--- src/rtl/blanket_check.sv ---
// MBIST blanket read-back verify: sweeps every address, compares each word against the
// written background and reports pass/fail, mismatch count and the first failing address.
module blanket_check #(
    parameter int ADDR_W = 8,
    parameter int DATA_W = 4,
    parameter int RD_LAT = 1
) (
    input  logic              clk,
    input  logic              rst,
    input  logic              start_in,
    input  logic              rev_in,
    input  logic [DATA_W-1:0] rd_data_in,
    output logic [ADDR_W-1:0] addr_out,
    output logic              r_en_out,
    output logic              busy_out,
    output logic              done_out,
    output logic              pass_out,
    output logic              err_out,
    output logic [ADDR_W:0]   fail_cnt_out,
    output logic [ADDR_W-1:0] fail_addr_out
);

    localparam logic [1:0] S_IDLE  = 2'd0;
    localparam logic [1:0] S_READ  = 2'd1;
    localparam logic [1:0] S_DRAIN = 2'd2;
    localparam logic [1:0] S_DONE  = 2'd3;

    localparam logic [ADDR_W:0] NUM_WORDS = {1'b1, {ADDR_W{1'b0}}};
    localparam logic [2:0]      DRAIN_LAST = 3'(RD_LAT - 1);

    logic [1:0]        state;
    logic [ADDR_W:0]   addr_cnt;
    logic [2:0]        drain_cnt;
    logic              rev_q;
    logic [RD_LAT-1:0] vld_pipe;
    logic [ADDR_W-1:0] addr_pipe [RD_LAT];
    logic              accept;
    logic              mismatch;

    // The done_out cycle is still part of the sweep, so a start there is ignored.
    assign accept   = (state == S_IDLE) && start_in && !done_out;
    assign mismatch = vld_pipe[RD_LAT-1] && (rd_data_in != {DATA_W{rev_q}});

    always_ff @(posedge clk) begin
        if (rst) begin
            vld_pipe <= '0;
            for (int i = 0; i < RD_LAT; i++) begin
                addr_pipe[i] <= '0;
            end
        end else begin
            vld_pipe[0]  <= r_en_out;
            addr_pipe[0] <= addr_out;
            for (int i = 1; i < RD_LAT; i++) begin
                vld_pipe[i]  <= vld_pipe[i-1];
                addr_pipe[i] <= addr_pipe[i-1];
            end
        end
    end

    always_ff @(posedge clk) begin
        if (rst) begin
            state         <= S_IDLE;
            addr_cnt      <= '0;
            drain_cnt     <= '0;
            rev_q         <= 1'b0;
            addr_out      <= '0;
            r_en_out      <= 1'b0;
            busy_out      <= 1'b0;
            done_out      <= 1'b0;
            pass_out      <= 1'b0;
            err_out       <= 1'b0;
            fail_cnt_out  <= '0;
            fail_addr_out <= '0;
        end else begin
            case (state)
                S_IDLE: begin
                    if (done_out) begin
                        done_out <= 1'b0;
                        busy_out <= 1'b0;
                    end else if (start_in) begin
                        state    <= S_READ;
                        rev_q    <= rev_in;
                        busy_out <= 1'b1;
                        r_en_out <= 1'b1;
                        addr_out <= '0;
                        addr_cnt <= {{ADDR_W{1'b0}}, 1'b1};
                        pass_out <= 1'b0;
                    end
                end
                S_READ: begin
                    // addr_cnt runs one ahead of addr_out; the extra MSB marks the end of the sweep.
                    if (addr_cnt == NUM_WORDS) begin
                        state     <= S_DRAIN;
                        r_en_out  <= 1'b0;
                        addr_out  <= '0;
                        drain_cnt <= '0;
                    end else begin
                        addr_out <= addr_cnt[ADDR_W-1:0];
                        addr_cnt <= addr_cnt + 1'b1;
                    end
                end
                S_DRAIN: begin
                    if (drain_cnt == DRAIN_LAST) begin
                        state <= S_DONE;
                    end else begin
                        drain_cnt <= drain_cnt + 1'b1;
                    end
                end
                S_DONE: begin
                    done_out <= 1'b1;
                    pass_out <= (fail_cnt_out == '0);
                    state    <= S_IDLE;
                end
                default: state <= S_IDLE;
            endcase

            if (accept) begin
                err_out       <= 1'b0;
                fail_cnt_out  <= '0;
                fail_addr_out <= '0;
            end else if (mismatch) begin
                fail_cnt_out <= fail_cnt_out + 1'b1;
                if (!err_out) begin
                    err_out       <= 1'b1;
                    fail_addr_out <= addr_pipe[RD_LAT-1];
                end
            end
        end
    end

endmodule

--- config.mk ---
export PLATFORM = sky130hd
export DESIGN_NAME = blanket_check
export DESIGN_NICKNAME = d
export VERILOG_FILES = /design/src/rtl/blanket_check.sv
export SDC_FILE = /design/constraint.sdc
export NUM_CORES = 1
export LEC_CHECK = 0
export ABC_AREA = 0
export CORE_MARGIN = 3
export CORE_UTILIZATION = 53
export DETAILED_ROUTE_END_ITERATION = 8
export PLACE_DENSITY = 0.79
export SYNTH_ARGS = -nofsm -noshare
export SYNTH_HDL_FRONTEND = slang
export SYNTH_SLANG_ARGS = --single-unit
--- constraint.sdc ---
create_clock -name clk -period 2.2 [get_ports clk]
set_input_delay 0.22 -clock clk [delete_from_list [all_inputs] [get_ports clk]]
set_output_delay 0.22 -clock clk [all_outputs]
set_load 0.05 [all_outputs]
After elaboration in Yosys (flattened, before gate mapping) --
Memory sizes are Yosys's and may differ from the RTL's. A register that Yosys moved wholly into a read port is not among the register bits. Cells that the tools add are included.
Cells by class: add/subtract/negate cells 3, multipliers 0, div/mod/pow operators 0, order comparisons 0, equal/unequal tests 11, shift-type cells 0, multiplexer cells 30, bitwise gates (word level) 2, reductions and logical operators 22
Operator list (number):
- 8-bit 2-to-1 mux | 4
- 9-bit 2-to-1 mux | 3
- 9-bit by 1-bit adder with 9-bit output, second input constant | 2
- 9-bit case mux with 2 select lines | 1
- 8-bit case mux with 2 select lines | 1
- 2-bit inequality test, second input constant | 6
- 3-bit AND reduction | 4
- 4-bit AND reduction | 3
- 1-bit 2-to-1 mux | 10
- 9-bit equality test, second input constant | 1
- 9-bit zero test | 1
- 2-bit 2-to-1 mux | 4
- 2-bit case mux with 4 select lines | 1
- 2-bit nonzero test | 4
- 8-bit OR reduction | 1
- 3-bit 2-to-1 mux | 2
- 1-bit case mux with 2 select lines | 3
- 3-bit case mux with 2 select lines | 1
- 2-bit equality test, second input constant | 2
- 4-bit inequality test | 1
- 2-bit AND reduction | 2
- 3-bit by 1-bit adder with 3-bit output, second input constant | 1
- 1-bit logical AND | 3
- 3-bit zero test | 1
- 5 further kinds | 6
Storage, ports and cells: bits in registers 38, bits in latches 0, memory bits (writable) 8, bits in read-only memories 0, input bits 8, output and inout bits 30, logic and storage cells 81, memories 1
Memory list:
- addr_pipe | words 1, bits a word 8, rd ports 1, clocked after memory_dff 1, write ports 1, RTL line 36 | logic [ADDR_W-1:0] addr_pipe [RD_LAT];

Logic depth before layout (Yosys ltp) --
Gate-level depths: netlist of the first run.
depth in word-level cells 4, depth in mapped cells 8, depth with buffers taken out 6

Worst setup path after synthesis of the first run --
OpenSTA, ideal clock, no wires.
path type flip-flop to flip-flop, from register state[0], to register addr_cnt[8], library setup time 0.070 ns, arrival time 1.745 ns, data required time 2.130 ns, setup slack 0.385 ns, stages on the path, launching flop included 8, period minus slack after synthesis 1.815 ns, path through dfxtp_1 -> inv_1 -> ha_1 -> buf_2 -> nand2b_1 -> and2_1 -> or4_1 -> a21oi_1
On the way: longest elaborated chain between the ends 3, elaborated cells between the ends (all ways) 8, those cells by class eq/ne (4); mux (1); reduce/logical (3)
Ends and longest elaborated chain:
- from (decl) | RTL line 31 | logic [1:0] state;
- from (signal assigned) | RTL line 62 | state <= S_IDLE;
- from (signal assigned) | RTL line 81 | state <= S_READ;
- from (signal assigned) | RTL line 93 | state <= S_DRAIN;
- 2-bit by 1-bit equality test with 1-bit output or 2-bit zero test (tied branches) | RTL line 75 | case (state)
- 2-bit inequality test (no line) or 2-bit nonzero test (tied branches)
- 4-bit AND reduction (no line)
- to (signal assigned) | RTL line 86 | addr_cnt <= {{ADDR_W{1'b0}}, 1'b1};
- to (signal assigned) | RTL line 99 | addr_cnt <= addr_cnt + 1'b1;
- to (decl) | RTL line 32 | logic [ADDR_W:0] addr_cnt;
Several ways; a longest one is shown, not always the timed one. A chain may end at the register's enable or synchronous reset.

Final worst setup path of the first run --
from register err_out, to output port err_out
RTL lines:
- from (decl) | RTL line 18 | output logic err_out,
- from (signal assigned) | RTL line 71 | err_out <= 1'b0;
- from (signal assigned) | RTL line 118 | err_out <= 1'b0;
- from (signal assigned) | RTL line 124 | err_out <= 1'b1;
No word-level cell between the ends.

==> results of run 1 <==
state kept, by name, summed over array words and instances (netlist names):
register       flops
addr_cnt           9
addr_out           8
addr_pipe          8
busy_out           1
done_out           1
drain_cnt          3
err_out            1
fail_addr_out      8
fail_cnt_out       9
pass_out           1
r_en_out           1
rev_q              1
state              2
vld_pipe           1
logic make-up (layout without fill, tap and decap cells):
family / count (synthesis) / in the layout
compound gates: 77 / 77
xor+xnor: 4 / 4
simple gates: 90 / 90
mux: 3 / 3
flops: 54 / 54
fa+ha+maj: 10 / 10
buf+inv: 27 / 66
how the worst max path moves through the flow:
stage / startpoint / to / slack (ns)
5_1_grt: state[0] / addr_cnt[8] / 0.16
3_5_place_dp: rd_data_in[0] / fail_addr_out[2] / 0.28
2_1_floorplan: state[0] / addr_cnt[8] / 0.38
3_3_place_gp: rd_data_in[0] / fail_cnt_out[7] / 0.32
6_report: err_out / err_out / 0.26
4_1_cts: err_out / err_out / 0.24
cell type report:
cell class | instances | area (sq um) | share of cell area, %
inverter | 12 | 45.0 | 1.52
timing repair buffer | 46 | 438 | 14.8
sequential | 54 | 1080 | 36.4
tap | 52 | 65.1 | 2.19
multi-input combinational | 184 | 1240 | 41.8
clock buffer | 5 | 68.8 | 2.32
clock inverter | 3 | 28.8 | 0.970
metal layers:
metal	global-route usage [%]	vias to the layer above	share of wire [%]
met3	4.92	4	4.3
met5	0	-	0
met2	33.7	42	50
met4	7.65	0	0.85
li1	-	1041	-
met1	24.3	989	45
power by group through the flow:
stage	combinational, mW	clock (mW)	sequential (mW)
CTS	0.882	0.597	1.12
detailed placement	0.878	0	1.14
global placement	0.862	0	1.13
global route	0.969	0.632	1.13
finish	0.882	0.580	1.12
floorplan	0.576	0	1.21
cells in the final DEF, fill, tap and decap left out, types with 2 or more instances in the layout:
master           synthesis  final
nand4_1                  4      4
mux2i_1                  2      2
a31oi_1                  2      2
a21oi_1                 27     27
a21o_1                   2      2
a211oi_1                 4      4
clkbuf_8                 0      5
a22o_1                   7      7
o21ai_1                  3      3
nand3_1                 18     18
inv_1                   12     12
buf_4                    1      9
o211ai_1                 2      2
and2_1                   3      3
nand2b_1                 8      8
xnor2_1                  4      4
nor4b_4                  2      2
clkinv_4                 0      2
clkdlybuf4s50_1          0     37
o31ai_1                 14     14
nor4_1                   3      3
or3_1                    3      3
nor3_1                   3      3
nand2_1                 11     11
o21ai_0                  8      8
nor2_1                  11     11
ha_1                    10     10
or4_1                    7      7
nor2b_1                  9      9
dfxtp_1                 54     54
Yosys cell counts, types with 4 or more instances:
cell type   n  area [sq um]
a211oi_1    4          30.0
o31ai_1    14           105
o21ai_0     8          40.0
nand3_1    18          90.1
xnor2_1     4          35.0
dfxtp_1    54          1080
inv_1      12          45.0
ha_1       10           125
clkbuf_1    9          33.8
nor2_1     11          41.3
nor2b_1     9          56.3
nand4_1     4          25.0
nand2b_1    8          50.1
a21oi_1    27           135
a22o_1      7          61.3
or4_1       7          52.6
nand2_1    11          41.3
through the flow:
step / cell area [sq um] / util, % / setup slack (ns) / hold WS, ns / instances
detailed placement: 2870 / 65.5 / 0.275 / 0.444 / 348
finish: 2970 / 67.7 / 0.256 / 0.460 / 356
global route: 2970 / 67.7 / 0.155 / 0.470 / 356
global placement: 2870 / 65.5 / 0.320 / 0.437 / 348
CTS: 2970 / 67.7 / 0.242 / 0.465 / 356
floorplan: 2440 / - / 0.385 / 0.356 / 265
==> metrics.csv, run 1 <==
stage,metric,value,unit
pwr,netSwitchingPower,975,uW
pwr,clkPwrFrac,22.5,%
yosys,synth_compound_area_share,20.4,%
min_path,hold_class,register to register,
finish,diodes,0,
timing,clock_skew,0.00913,ns
yosys,synth_simple_gate_area_share,22.6,%
yosys,ys_ff_latch,54,
die,start_util,55.6,%
yosys,synth-edff-count,0,
yosys,syn_inst,265,
yosys,synthAdderAreaFrac,5.13,%
pwr,netSwitchingFraction,37.8,%
critical_path,start_kind,register,
clocking,clkSlewWorstSetupHoldPaths,0.10,ns
pwr,p_comb_share,34.2,%
timing,hold_viol,0,
placed_design,place_hpwl,3750,microns
yosys,async_reset_ff_share,0,%
critical_path,cpPeakStageDelay,0.87,ns
yosys,syn_area_per_cell,9.20,sq um
detailed_routing,wl,5040,microns
timing,setup_viol,0,
grt,overflow,0,
yosys,synth_area,2440,sq um
yosys,synth-seq-area-share,44.3,%
critical_path,crit_path_end_kind,output pin,
pwr,power_density,869,nW/um^2
finish,area_growth_syn_to_layout,21.7,%
min_path,whs_path_depth,2,
yosys,post_synth_xor_area_fraction,1.44,%
flow_run,drv_cap,0,
yosys,synth_top_family_by_area,simple AND/OR/NAND/NOR gates,
yosys,synthesis.nets,283,
clocking,numCtsBuffers,5,
detailed_routing,drcViolationCount,0,
critical_path,worstSetupPathType,register to output pin,
timing,fmax,514,MHz
detailed_routing,vias_per_cell,5.83,
yosys,synth_top_flop_cell,dfxtp_1,
clocking,clock_latency,0.31,ns
run_status,outcome,finished clean,
yosys,ys_warn_count,0,
clocking,cts_resized,0,
min_path,min_from,addr_pipe[0][6],
clocking,cts_hold_buf,0,
pwr,power.total,2.58,mW
die,fp-row-count,24,
detailed_routing,ant_nets,0,
clocking,root_buffer,clkbuf_8,
grt,grt_pass1_vias,1927,
finish,drive_gt1_share,8.88,%
die,io_pins,38,
critical_path,r2r_setup_slack,0.27,ns
die,dieWidth,73.8,microns
die,core_area,4380,sq um
critical_path,worst_r2r_path_depth,6,
detailed_routing,num_vias,2076,
clocking,cts_htree_levels,2,
pwr,leakagePower,1.02,nW
timing,finalCriticalPeriod,1.94,ns
timing,rsz0062_at_grt,false,
timing,period_share,88.4,%
clocking,cts_buffer_depth,2,
grt,grt_pass1_wl,8520,microns
placed_design,portBuffers,37,
critical_path,r2r_start,state[0],
die,die_y,73.8,microns
grt,grt_max_degree,20,
timing,worst_pin_slew,0.506,ns
critical_path,r2r-end,addr_cnt[8],
grt,track_usage,20.0,%
yosys,synth.distinct_cells,48,
critical_path,crit_buf_inv,1,
critical_path,crit_fanout,11,
critical_path,crit_family,buffers and inverters,
pwr,vdd_drop_max,0.000464,V
die,dieArea,5450,sq um
critical_path,slowest_stage,clkdlybuf4s50_1,
detailed_routing,drtIter0Drc,97,
min_path,holdPathEnd,fail_addr_out[6],
clocking,cts_tree,done,
critical_path,cp_cell_sequence,clkdlybuf4s50_1,
finish,fillers,368,
pwr,internal_power,1.60,mW
timing,slew_headroom,65.4,%
detailed_routing,wire_per_inst,14.1,microns
clocking,cts_setup_buffers,0,
placed_design,place_congestion,0.822,
finish,nNetsFinal,321,
critical_path,cp.arrival,1.72,ns
detailed_routing,first_pass_iters,5,
timing,setup_tns,0,ns
pwr,seqPwrFrac,43.3,%
yosys,synth_mux_area_share,1.28,%
timing,drv_slew,0,
clocking,cts_sinks,54,
critical_path,cp_num_cells,1,
critical_path,worstPathRequired,1.98,ns
grt,antenna_found_initial,0,
Note: power is estimated with default switching activity, not from simulation.
==> run 2, diff against run 1 <==
- CORE_ASPECT_RATIO: default -> 1.25
- SKIP_CTS_REPAIR_TIMING: default -> 1
==> metrics.csv, run 2 (synthesized netlist as in run 1, its figures left out) <==
stage,metric,value,unit,change
timing,finalCriticalPeriod,1.94,ns,-0.00388 ns
critical_path,critPathLaunch,err_out,,
clocking,root_buffer,clkbuf_8,,
clocking,clkSlewWorstSetupHoldPaths,0.10,ns,about the same
pwr,power.total,2.57,mW,-0.21%
critical_path,slowest_stage,clkdlybuf4s50_1,,
timing,holdWs,0.459,ns,-0.000602 ns
die,io_pins,38,,unchanged
timing,slew_headroom,59.5,%,-5.9 points
clocking,numCtsBuffers,5,,unchanged
placed_design,place_congestion,0.902,,+9.6%
clocking,clock_latency,0.31,ns,about the same
grt,grt_max_degree,18,,-10%
detailed_routing,vias_per_cell,5.74,,-1.5%
critical_path,crit_path_end_kind,output pin,,
grt,overflow,0,,unchanged
detailed_routing,num_vias,2067,,-0.43%
min_path,hold_class,register to register,,
die,fp-row-count,26,,+8.3%
die,core_area,4260,sq um,-2.8%
pwr,power_density,864,nW/um^2,-0.47%
critical_path,crit_family,buffers and inverters,,
grt,track_usage,20.3,%,+0.35 points
grt,grt_pass1_vias,1954,,+1.4%
placed_design,dp_cells,352,,+1.1%
detailed_routing,ant_nets,0,,unchanged
timing,hold_viol,0,,unchanged
detailed_routing,drtIter0Drc,189,,+95%
detailed_routing,drcViolationCount,0,,unchanged
timing,fmax,515,MHz,+0.20%
critical_path,crit_buf_inv,1,,unchanged
die,dieWidth,66.7,microns,-9.7%
timing,rsz0062_at_grt,false,,
die,die_y,81.8,microns,+11%
placed_design,place_ws,0.284,ns,+0.00866 ns
die,start_util,57.2,%,+1.6 points
finish,drive_gt1_share,8.88,%,unchanged
critical_path,r2r-end,addr_cnt[8],,
timing,period_share,88.2,%,-0.18 points
finish,area_growth_syn_to_layout,22.0,%,
die,dieArea,5460,sq um,about the same
pwr,vdd_drop_max,0.000651,V,+40%
finish,layout_common_cells,"54 x dfxtp_1, 37 x clkdlybuf4s50_1, 27 x a21oi_1",,
critical_path,crit_fanout,11,,unchanged
finish,diodes,0,,unchanged
timing,drv_slew,0,,unchanged
placed_design,place_hpwl,3820,microns,+1.7%
clocking,cts_buffer_depth,2,,unchanged
critical_path,cpPeakStageDelay,0.87,ns,about the same
critical_path,cp_cell_sequence,clkdlybuf4s50_1,,
critical_path,worstSetupPathType,register to output pin,,
detailed_routing,first_pass_iters,4,,-1
timing,setup_viol,0,,unchanged
critical_path,cp_num_cells,1,,unchanged
detailed_routing,wl,5170,microns,+2.7%
finish,stdcell_count,360,,+1.1%
detailed_routing,wire_per_inst,14.4,microns,+1.6%
grt,grt_pass1_wl,8630,microns,+1.2%
critical_path,r2r_start,state[1],,
critical_path,r2r_setup_slack,0.28,ns,about the same
finish,nNetsFinal,321,,unchanged
pwr,leakagePower,1.02,nW,+0.11%
clocking,cts_htree_levels,2,,unchanged
critical_path,start_kind,register,,
critical_path,cp.arrival,1.72,ns,about the same
clocking,cts_tree,done,,
critical_path,worstPathRequired,1.98,ns,about the same
critical_path,worst_r2r_path_depth,6,,unchanged
finish,largestRegisters,"addr_cnt x9, fail_cnt_out x9",,
clocking,cts_sinks,54,,unchanged
timing,worst_pin_slew,0.601,ns,+0.0953 ns
flow_run,drv_cap,0,,unchanged
grt,antenna_found_initial,0,,unchanged
finish,final_common_cell,dfxtp_1,,
timing,setup_tns,0,ns,unchanged
timing,clock_skew,0.00547,ns,-0.00367 ns
critical_path,crit_end,err_out,,
placed_design,portBuffers,37,,unchanged
timing,worst_slack,0.260,ns,+0.00388 ns
run_status,outcome,finished clean,,
## run 2: cell types whose count changed in the layout (fill, tap and decap cells not counted)
cell | before | now
inv_8 | 1 | 0
clkbuf_8 | 5 | 6
## run 2: area by class of cell
class                   count  area [sq um]
multi-input cells         184          1240
flip-flops and latches     54          1080
inverters                  12          45.0
repair buffers             46           438
fillers                   343          1290
well taps                  56          70.1
clock inverters             2          17.5
clock buffers               6          82.6
## run 2: worst min path at each step
stage / startpoint / to / slack, ns / cells after the start
finish: addr_pipe[0][2] / fail_addr_out[2] / 0.46 / 2
global route: addr_pipe[0][2] / fail_addr_out[2] / 0.47 / 2
CTS: addr_pipe[0][2] / fail_addr_out[2] / 0.46 / 2
detailed placement: addr_pipe[0][2] / fail_addr_out[2] / 0.45 / 2
global placement: addr_pipe[0][2] / fail_addr_out[2] / 0.44 / 2
floorplan: rev_in / rev_q / 0.36 / 2
## run 2: layer usage
layer	wire length (microns)	vias up	GRT usage, %	share of wire (%)
li1	-	1047	-	-
met1	2290	969	24.4	44
met2	2590	39	35.5	50
met3	173	12	3.15	3.3
met4	113	0	8.94	2.2
met5	0	-	0	0
## run 2: report_power, final
| group | internal [mW] | switching [mW] |
|---|---|---|
| clock | 0.259 | 0.322 |
| sequential | 1.04 | 0.0718 |
| combinational | 0.316 | 0.558 |
## run 2: stage by stage
stage / utilization [%] / cell area (sq um)
floorplan: - / 2440
global placement: 67.5 / 2880
detailed placement: 67.5 / 2880
CTS: 69.8 / 2980
global route: 69.8 / 2980
finish: 69.8 / 2980
==> run 3, diff against run 2 <==
- CAP_MARGIN: default -> 25
- CTS_CLUSTER_DIAMETER: default -> 120
==> results of run 3 <==
Same layout as run 2: the final DEF is identical, and so are final timing and power.
